==> src/rtl/fft_pkg.sv <==
// Shared FFT output-stage constants and helpers.
// Word width, serial order codes, counter width helper.
package fft_pkg;

  localparam int FFT_DW = 34;

  localparam logic ORDER_NATURAL   = 1'b0;
  localparam logic ORDER_TRANSPOSE = 1'b1;

  function automatic int cw(input int n);
    return (n < 2) ? 1 : $clog2(n);
  endfunction

endpackage

==> src/rtl/p_s_pingpong_if.sv <==
// Beat-in / word-out handshake bundle for the
// parallel-to-serial ping-pong converter.
interface p_s_pingpong_if #(
  parameter int DW    = 34,
  parameter int LANES = 4
);

  logic                  in_valid;
  logic                  in_ready;
  logic [LANES*DW-1:0]   in_data;
  logic                  in_order;
  logic                  out_valid;
  logic                  out_ready;
  logic [DW-1:0]         out_data;
  logic                  out_first;
  logic                  out_last;

  modport master (
    output in_valid,
    output in_data,
    output in_order,
    output out_ready,
    input  in_ready,
    input  out_valid,
    input  out_data,
    input  out_first,
    input  out_last
  );

  modport slave (
    input  in_valid,
    input  in_data,
    input  in_order,
    input  out_ready,
    output in_ready,
    output out_valid,
    output out_data,
    output out_first,
    output out_last
  );

endinterface

==> src/rtl/p_s_bank.sv <==
// One ping-pong bank: row write of a full beat,
// order-aware word read for the serial side.
module p_s_bank
  import fft_pkg::*;
#(
  parameter int  DW    = FFT_DW,
  parameter int  LANES = 4,
  parameter int  BEATS = 4,
  localparam int N     = LANES * BEATS,
  localparam int BW    = cw(BEATS),
  localparam int LW    = cw(LANES),
  localparam int IW    = cw(N)
) (
  input  logic                clk,
  input  logic                we,
  input  logic [BW-1:0]       wr_row,
  input  logic [LANES*DW-1:0] wr_data,
  input  logic [IW-1:0]       rd_idx,
  input  logic                order,
  output logic [DW-1:0]       rd_word
);

  // One extra bit so the divisors never truncate.
  localparam int XW = IW + 1;

  logic [DW-1:0] mem [BEATS][LANES];

  logic [XW-1:0] k;
  logic [BW-1:0] beat;
  logic [LW-1:0] lane;

  always_ff @(posedge clk) begin
    if (we) begin
      for (int l = 0; l < LANES; l++) begin
        mem[wr_row][l] <= wr_data[l*DW +: DW];
      end
    end
  end

  assign k = XW'(rd_idx);

  always_comb begin
    beat = '0;
    lane = '0;
    unique case (order)
      ORDER_NATURAL: begin
        beat = BW'(k / XW'(LANES));
        lane = LW'(k % XW'(LANES));
      end
      ORDER_TRANSPOSE: begin
        lane = LW'(k / XW'(BEATS));
        beat = BW'(k % XW'(BEATS));
      end
    endcase
  end

  assign rd_word = mem[beat][lane];

endmodule

==> src/rtl/p_s_pingpong.sv <==
// Parallel-to-serial FFT output converter with two
// ping-pong banks and per-frame natural/transposed order.
module p_s_pingpong
  import fft_pkg::*;
#(
  parameter int DW    = FFT_DW,
  parameter int LANES = 4,
  parameter int BEATS = 4
) (
  input  logic            clk,
  input  logic            rst,
  p_s_pingpong_if.slave   bus
);

  localparam int N  = LANES * BEATS;
  localparam int BW = cw(BEATS);
  localparam int IW = cw(N);

  logic [1:0]    full;
  logic [1:0]    order_q;
  logic          wr_bank;
  logic          rd_bank;
  logic [BW-1:0] wr_beat;
  logic [IW-1:0] rd_idx;

  logic          in_acc;
  logic          out_acc;
  logic          wr_end;
  logic          rd_end;
  logic [DW-1:0] word [2];

  assign bus.in_ready = !full[wr_bank];
  assign in_acc       = bus.in_valid && bus.in_ready;
  assign out_acc      = bus.out_valid && bus.out_ready;
  assign wr_end       = (wr_beat == BW'(BEATS - 1));
  assign rd_end       = (rd_idx == IW'(N - 1));

  for (genvar b = 0; b < 2; b++) begin : g_bank
    p_s_bank #(
      .DW    (DW),
      .LANES (LANES),
      .BEATS (BEATS)
    ) u_bank (
      .clk     (clk),
      .we      (in_acc && (wr_bank == 1'(b))),
      .wr_row  (wr_beat),
      .wr_data (bus.in_data),
      .rd_idx  (rd_idx),
      .order   (order_q[b]),
      .rd_word (word[b])
    );
  end

  // Write and read sides always touch different banks
  // when both complete on the same edge.
  always_ff @(posedge clk) begin
    if (rst) begin
      full    <= '0;
      order_q <= '0;
      wr_bank <= 1'b0;
      rd_bank <= 1'b0;
      wr_beat <= '0;
      rd_idx  <= '0;
    end else begin
      if (in_acc) begin
        if (wr_beat == '0) begin
          order_q[wr_bank] <= bus.in_order;
        end
        if (wr_end) begin
          full[wr_bank] <= 1'b1;
          wr_bank       <= ~wr_bank;
          wr_beat       <= '0;
        end else begin
          wr_beat <= wr_beat + 1'b1;
        end
      end
      if (out_acc) begin
        if (rd_end) begin
          full[rd_bank] <= 1'b0;
          rd_bank       <= ~rd_bank;
          rd_idx        <= '0;
        end else begin
          rd_idx <= rd_idx + 1'b1;
        end
      end
    end
  end

  assign bus.out_valid = full[rd_bank];
  assign bus.out_data  = word[rd_bank];
  assign bus.out_first = full[rd_bank] && (rd_idx == '0);
  assign bus.out_last  = full[rd_bank] && rd_end;

endmodule

==> src/flat_wrapper.sv <==
// flat-port wrapper written by rule: the top's interface ports become plain ports
module p_s_pingpong_flat import fft_pkg::*;
#(
  parameter int DW    = FFT_DW,
  parameter int LANES = 4,
  parameter int BEATS = 4
)
  (clk, rst, bus_in_valid, bus_in_data, bus_in_order, bus_out_ready, bus_in_ready, bus_out_valid, bus_out_data, bus_out_first, bus_out_last);
  p_s_pingpong_if #(.DW(DW), .LANES(LANES)) bus_i ();
  input  logic clk;
  input  logic rst;
  input wire logic [$bits(bus_i.in_valid)-1:0] bus_in_valid;
  input wire logic [$bits(bus_i.in_data)-1:0] bus_in_data;
  input wire logic [$bits(bus_i.in_order)-1:0] bus_in_order;
  input wire logic [$bits(bus_i.out_ready)-1:0] bus_out_ready;
  output wire logic [$bits(bus_i.in_ready)-1:0] bus_in_ready;
  output wire logic [$bits(bus_i.out_valid)-1:0] bus_out_valid;
  output wire logic [$bits(bus_i.out_data)-1:0] bus_out_data;
  output wire logic [$bits(bus_i.out_first)-1:0] bus_out_first;
  output wire logic [$bits(bus_i.out_last)-1:0] bus_out_last;
  assign bus_i.in_valid = bus_in_valid;
  assign bus_i.in_data = bus_in_data;
  assign bus_i.in_order = bus_in_order;
  assign bus_i.out_ready = bus_out_ready;
  assign bus_in_ready = bus_i.in_ready;
  assign bus_out_valid = bus_i.out_valid;
  assign bus_out_data = bus_i.out_data;
  assign bus_out_first = bus_i.out_first;
  assign bus_out_last = bus_i.out_last;
  p_s_pingpong #(.DW(DW), .LANES(LANES), .BEATS(BEATS)) u_core (.clk(clk), .rst(rst), .bus(bus_i));
endmodule
==> config.mk <==
export PLATFORM = sky130hd
export DESIGN_NAME = p_s_pingpong_flat
export DESIGN_NICKNAME = d
export VERILOG_FILES = /design/src/rtl/fft_pkg.sv /design/src/rtl/p_s_pingpong_if.sv /design/src/rtl/p_s_bank.sv /design/src/rtl/p_s_pingpong.sv /design/src/flat_wrapper.sv
export SDC_FILE = /design/constraint.sdc
export NUM_CORES = 1
export LEC_CHECK = 0
export ABC_AREA = 0
export CORE_ASPECT_RATIO = 0.75
export CORE_MARGIN = 4
export CORE_UTILIZATION = 55
export CTS_CLUSTER_SIZE = 20
export DETAILED_ROUTE_END_ITERATION = 7
export GPL_ROUTABILITY_DRIVEN = 0
export PLACE_DENSITY = 0.81
export SYNTH_ARGS = -nofsm -noshare
export SYNTH_HDL_FRONTEND = slang
export SYNTH_SLANG_ARGS = --single-unit
==> constraint.sdc <==
create_clock -name clk -period 13.2 [get_ports clk]
set_input_delay 1.98 -clock clk [delete_from_list [all_inputs] [get_ports clk]]
set_output_delay 1.98 -clock clk [all_outputs]
set_load 0.1 [all_outputs]
# ---- Word level (Yosys, flattened, before mapping)
# Memories as Yosys holds them, arrays and structs flattened.
# Index checks and enable logic that the tools add are counted.
dict set report word_totals {
  ff_bits 12
  mem_bits_rw 1088
  input_bits 141
  output_inout_bits 38
  elab_cells 76
  memories 2
}
# name depth word_bits rd rd_clocked_by_memory_dff wr line
set memory_table {}
lappend memory_table {{u_core.g_bank[0].u_bank.mem} 4 136 1 0 1 p_s_bank.sv:26} ;# logic [DW-1:0] mem [BEATS][LANES];
lappend memory_table {{u_core.g_bank[1].u_bank.mem} 4 136 1 0 1 p_s_bank.sv:26}
dict set report classes {
  addsub 2
  magnitude_cmp 7
  eq_ne 2
  mux 33
  bitwise_logic 10
  n_reduce_logical 14
}
# cell n
set ops {}
lappend ops {{$mux 34} 7}
lappend ops {{$bmux 34 s2} 2}
lappend ops {{$pmux 2 s2} 4}
lappend ops {{$mux 2} 6}
lappend ops {{$mux 1} 10}
lappend ops {{$logic_and 1x1->1} 8}
lappend ops {{$ge 3x3->1 const B} 2}
lappend ops {{$not 2->3} 2}
lappend ops {{$reduce_and 2->1} 3}
lappend ops {{$add 4x1->4 const B} 1}
lappend ops {{$eq 4x4->1 const B} 1}
lappend ops {{$logic_not 4->1} 1}
lappend ops {{$lt 1x2->1 const B} 2}
lappend ops {{$mux 4} 1}
lappend ops {{$not 1->1} 4}
lappend ops {{$add 2x1->2 const B} 1}
lappend ops {{$and 2x2->2} 1}
lappend ops {{$bwmux 2} 1}
lappend ops {{$demux 1 s1} 2}
lappend ops {{$eq 2x2->1 const B} 1}
lappend ops {{$ge 1x1->1 const B} 2}
lappend ops {{$ge 2x2->1 const B} 1}
lappend ops {{$logic_not 2->1} 1}
lappend ops {{$not 1->2} 1}
lappend ops {{other kinds (3)} 3}

# ---- Longest topological paths before layout
dict set report logic_depth {
  depth_word 11
  depth_mapped 10
  depth_no_buf 6
}

# ---- By module
# A second synthesis with hierarchy kept.
dict set report unflattened {
  hier_cells 1834
  area_unflattened_um2 41967.8
}
# module instances cells_each area_each_um2 seq_area_each_um2
set modules_own_cells {}
lappend modules_own_cells {p_s_bank 2 861 20455.9 16335.7}
lappend modules_own_cells {p_s_pingpong 1 112 1056.0 240.2}

# ---- Worst setup path after synthesis
# No wires, ideal clock.
dict set report synth_path {
  kind {register to register}
  from {reg u_core.wr_bank}
  to {reg u_core.order_q[0]}
  setup_ps 128
  arrival_ps 13368
  t_required_ps 13072
  setup_slack_ps -296
  stages_incl_launch_ff 7
  n_path_buf 1
  synth_period_minus_slack_ps 13496
  path_cell_list {dfxtp_1 clkbuf_1 mux2i_1 nand2_1 nor3b_1 mux2i_1 nor2_1}
}
dict set report synth_between {
  elab_chain_cells 5
  elab_cells_between_ends 11
  cone_classes {2 x order compare; 5 x mux; 4 x reduce/logical}
}
# element line
set synth_lines {}
lappend synth_lines {{start: declaration} p_s_pingpong.sv:21} ;# logic wr_bank;
lappend synth_lines {{start signal: assignment} p_s_pingpong.sv:71} ;# wr_bank <= ~wr_bank;
lappend synth_lines {{$mux 1 (not written as such) (2 in a row)} p_s_pingpong.sv:32} ;# assign bus.in_ready = !full[wr_bank];
lappend synth_lines {{$logic_not 1->1} p_s_pingpong.sv:32}
lappend synth_lines {{named net bus_in_ready} flat_wrapper.sv:16} ;# output wire logic [$bits(bus_i.in_ready)-1:0] bus_in_ready;
lappend synth_lines {{$logic_and 1x1->1} p_s_pingpong.sv:33} ;# assign in_acc = bus.in_valid && bus.in_ready;
lappend synth_lines {{$reduce_and 2->1 (no source line)} n/a}
lappend synth_lines {{end signal: indexed assignment} p_s_pingpong.sv:67} ;# order_q[wr_bank] <= bus.in_order;
lappend synth_lines {{end: declaration} p_s_pingpong.sv:20} ;# logic [1:0] order_q;
# The timed path passes the listed nets, and every way through them passes these cells. The select of a mux whose other input is x is not followed.
# A chain may end at the register's enable or synchronous reset.

# ---- Final worst setup path
dict set report layout_path {
  from {reg u_core.order_q[1]}
  to {out bus_out_data[33]}
}
dict set report layout_between {
  elab_chain_cells 9
  elab_cells_between_ends 11
  cone_classes {8 x mux; 2 x bitwise; 1 x memory}
}
# element line
set layout_lines {}
lappend layout_lines {{$not 1->1} p_s_bank.sv:45} ;# unique case (order)
lappend layout_lines {{$pmux 2 s2} p_s_bank.sv:45}
lappend layout_lines {{$mem_v2 4x136 or $not 2->3 (tied branches)} n/a}
lappend layout_lines {{$bmux 34 s2 (*)} p_s_bank.sv:57} ;# assign rd_word = mem[beat][lane];
lappend layout_lines {{$mux 34 (not written as such) (*) (2 in a row)} p_s_bank.sv:57}
lappend layout_lines {{$mux 34 (not written as such) (*) (3 in a row)} p_s_pingpong.sv:90} ;# assign bus.out_data = word[rd_bank];
lappend layout_lines {{end: declaration} flat_wrapper.sv:18} ;# output wire logic [$bits(bus_i.out_data)-1:0] bus_out_data;
# Mark *: on every way between the ends. The rest lies on a longest branch, timed or not. The select of a mux whose other input is x is not followed.

==> impl_results.md <==
* Antenna-violating nets left at 0
* Final-report hold violation count at 0
* Peak VDD IR at 0.0000989 V
* FFs w/ async S/R, synth at 0
* Max-slew violations at 0
* Fraction of layout instances using a drive strength above 1 at 0.136
* Pwr Density at approximately 140 nW/um2
* Switch Pwr at 1.54 mW
* Largest family of logic cells by synthesized area: compound AO/OA/AOI/OAI gates
* Most common cell after layout, fill and taps aside: edfxtp_1
* Vias per cell at 7.05
* Synthesis Warnings at 0
* PortBufs at 178
* LEAKAGE at ~15 nW
* Vias in the first global route at around 28000
* Die area at 84900 um2
* Worst-Margin Slew at 1170 ps
* Max clock buf depth at 3
* Setup CP Type: reg -> out
* Clk sinks at between 1000 and 1500
* DIE WIDTH at 335 um
* Core box area at around 80000 um2
* Syn Nets at 2905
* Main synth FF type: edfxtp_1
* Largest net degree at the start of global routing at 140
* Post-synth cell types at 53
* Clock root cell: clkbuf_16
* Synth Area in XOR/XNOR at 0.000992
* Sequential area share after synthesis at 0.745
* Initial core utilization at 0.558
* Crit-path cells: mux2i_4 -> buf_4 -> buf_4 -> nand2_1 -> a31oi_1 -> nand4_1 -> a311oi_1 -> clkdlybuf4s50_1
* Tcrit/Tclk final at 0.629
* Compound-cell area share of the yosys netlist at 0.0972
* Most frequent cells in the layout: 1088 x edfxtp_1, 316 x nand2_1, 178 x clkdlybuf4s50_1, 142 x nand3_1, 104 x clkbuf_16
* Worst Hold Class: reg -> reg
* Routed WL per cell at 30.1 um
* EDFF count, synth at approximately 1100
* WL final at 120000 um
* Outcome: finished clean
* Worst endpoint data arrival time at roughly 6300 ps
* Routed vias at 28261
* Slew margin rel. at 0.212
* Drt drc at 0
* Internal power at 5.67 mW
* Post-layout min period at approximately 8300 ps
* Buffer and inverter count on the worst path at 3
* RSZ-0062 raised after global routing: false
* # setup viols final at 0
* Seq pwr share at 0.552
* WHS at 512 ps
* CP endpoint kind: primary output
* 1st-iter DRT viols at 5078
* Setup WS post-layout at 4900 ps
* First-pass GRT wire length at 178000 um
* Mux cell area share after synthesis at 0.0655
* Rows at 89
* Switching Fraction at 0.213
* Setup TNS at 0 ps
* CTS tree: done
* WP data required at 11220 ps
* Synthesized cell area at 44200 um2
* Die Height at 253 um
* Simple-gate share of the synthesized area at 0.0656
* Tot Pwr at between 7 and 8 mW
* Worst-path maximum fanout at ~90
* Post-Synthesis Cells at 2758
* H-Tree Depth at 3
* Dpl hpwl at ~67000 um
* Syn avg cell area at 16.0 um2
* Detailed Routing Iterations Pass 1 at 7
* Clock power frac at 0.397
* Fmax at 120 MHz
* Max-cap violations at 0
* Slowest cell on the critical path: clkdlybuf4s50_1
* Worst setup SP type: flip-flop
* Hold buffers post-CTS at 0
* Total grt overflow at 0
* Clock slew seen by the registers of the worst setup and hold paths at 60 ps
* Delay of the slowest critical-path stage at 1270 ps
* Yosys reg bits at 1100
* Worst-skew pair later-pin latency at around 670 ps
* Comb pwr share at 0.051
* Adder and majority cell fraction of the synthesized area at 0.00170
* Initial antenna violation count at 24
* GRT Overall Usage at 0.279
* Most frequent CP cell: buf_4
* Synth-to-Final Area Change at 13.3%
* Pre-CTS WS at 5790 ps
* Io pins at 179
* Crit-path leading delay family: buffers and inverters
* Total CTS buffers at 102
* Fin nets at 3017
* Setup Fix Bufs, Post-CTS at 0
* Setup Skew at 22.7 ps
* Post-CTS sizing at 0
per-stage QoR:
step / cell area, um2 / instances / util
floorplan: 44200 / 2758 / -
global placement: 46800 / 3812 / 0.591
detailed placement: 46800 / 3812 / 0.591
CTS: 50000 / 3994 / 0.632
global route: 50000 / 3998 / 0.632
finish: 50000 / 4007 / 0.632
synthesized netlist by cell type (6+ instances only):
cell       instances  area, um2
a211oi_1          61        458
a21oi_1            7       35.0
a22oi_1           25        188
a311oi_1          29        254
a31oi_1           63        394
buf_1             14       52.6
buf_2             74        370
buf_4             11       82.6
buf_6              8       90.1
clkbuf_1         108        405
dfxtp_1           12        240
edfxtp_1        1088      32700
ha_1               6       75.1
inv_1              6       22.5
mux2_2            72        811
mux2i_1           41        410
mux4_1             9        236
mux4_2            61       1370
nand2_1          318       1190
nand2b_1           7       43.8
nand3_1          142        711
nand4_1           29        181
nor2_1            54        203
nor3_1            35        175
o2111ai_1          9       78.8
o21ai_0           86        430
o221ai_1          87        762
o22ai_1          101        632
o32ai_1          100        876
or2_2             50        313
power by group through the flow:
| stage | clock [mW] | sequential [mW] | combinational [mW] |
|---|---|---|---|
| after floorplan | 0 | 4.05 | 0.197 |
| after global routing | 3.02 | 3.98 | 0.381 |
| after CTS | 2.87 | 3.97 | 0.363 |
| final | 2.86 | 3.98 | 0.367 |
| after detailed placement | 0 | 4.05 | 0.359 |
| after global placement | 0 | 4.04 | 0.345 |
routing by layer:
metal  share of wire  GRT usage  vias up
met5         0.00080          0        -
li1                -          -    11442
met2            0.45      0.419     2479
met3            0.15     0.0947      366
met4           0.033     0.0926       18
met1            0.37      0.389    13956
final cells by class:
cell class,count,area (um2)
clock inverters,59,541
well taps,1046,1310
flip-flops and latches,1100,32900
inverters,8,32.5
fillers,4978,29100
multi-input cells,1434,10400
diodes,13,32.5
clock buffers,123,2670
repair buffers,224,2180
worst reg2reg max path: stages, from the launching register on:
cell and delay, ps:
dfxtp_1 340, inv_1 90, ha_1 150, nand2_1 120, nor3_2 140, buf_4 810, buf_4 1100
logic make-up after synthesis:
group | count (synthesis)
compound gates | 591
xor+xnor | 5
buf+inv | 224
flops | 1100
fa+ha+maj | 6
mux | 186
simple gates | 646
registers in the layout, summed over array words and instances, names as in the netlist:
register and count:
u_core.rd_bank 1, u_core.rd_idx 4, u_core.order_q 2, u_core.wr_beat 2
u_core.wr_bank 1, u_core.full 2, u_core.g_bank.u_bank.mem 1088
path summary, 6_finish.rpt:
path | from | end | slack (ps) | depth (start not counted)
setup / recovery | u_core.order_q[1] | bus_out_data[33] | 4900 | 8
hold / removal | u_core.wr_beat[1] | u_core.wr_beat[1] | 510 | 2
setup reg to reg | u_core.wr_beat[1] | u_core.g_bank[0].u_bank.mem[1][65] | 10040 | 6
hold reg to reg | u_core.wr_beat[1] | u_core.wr_beat[1] | 510 | 2
No activity file was read; power rests on OpenSTA's default activity.
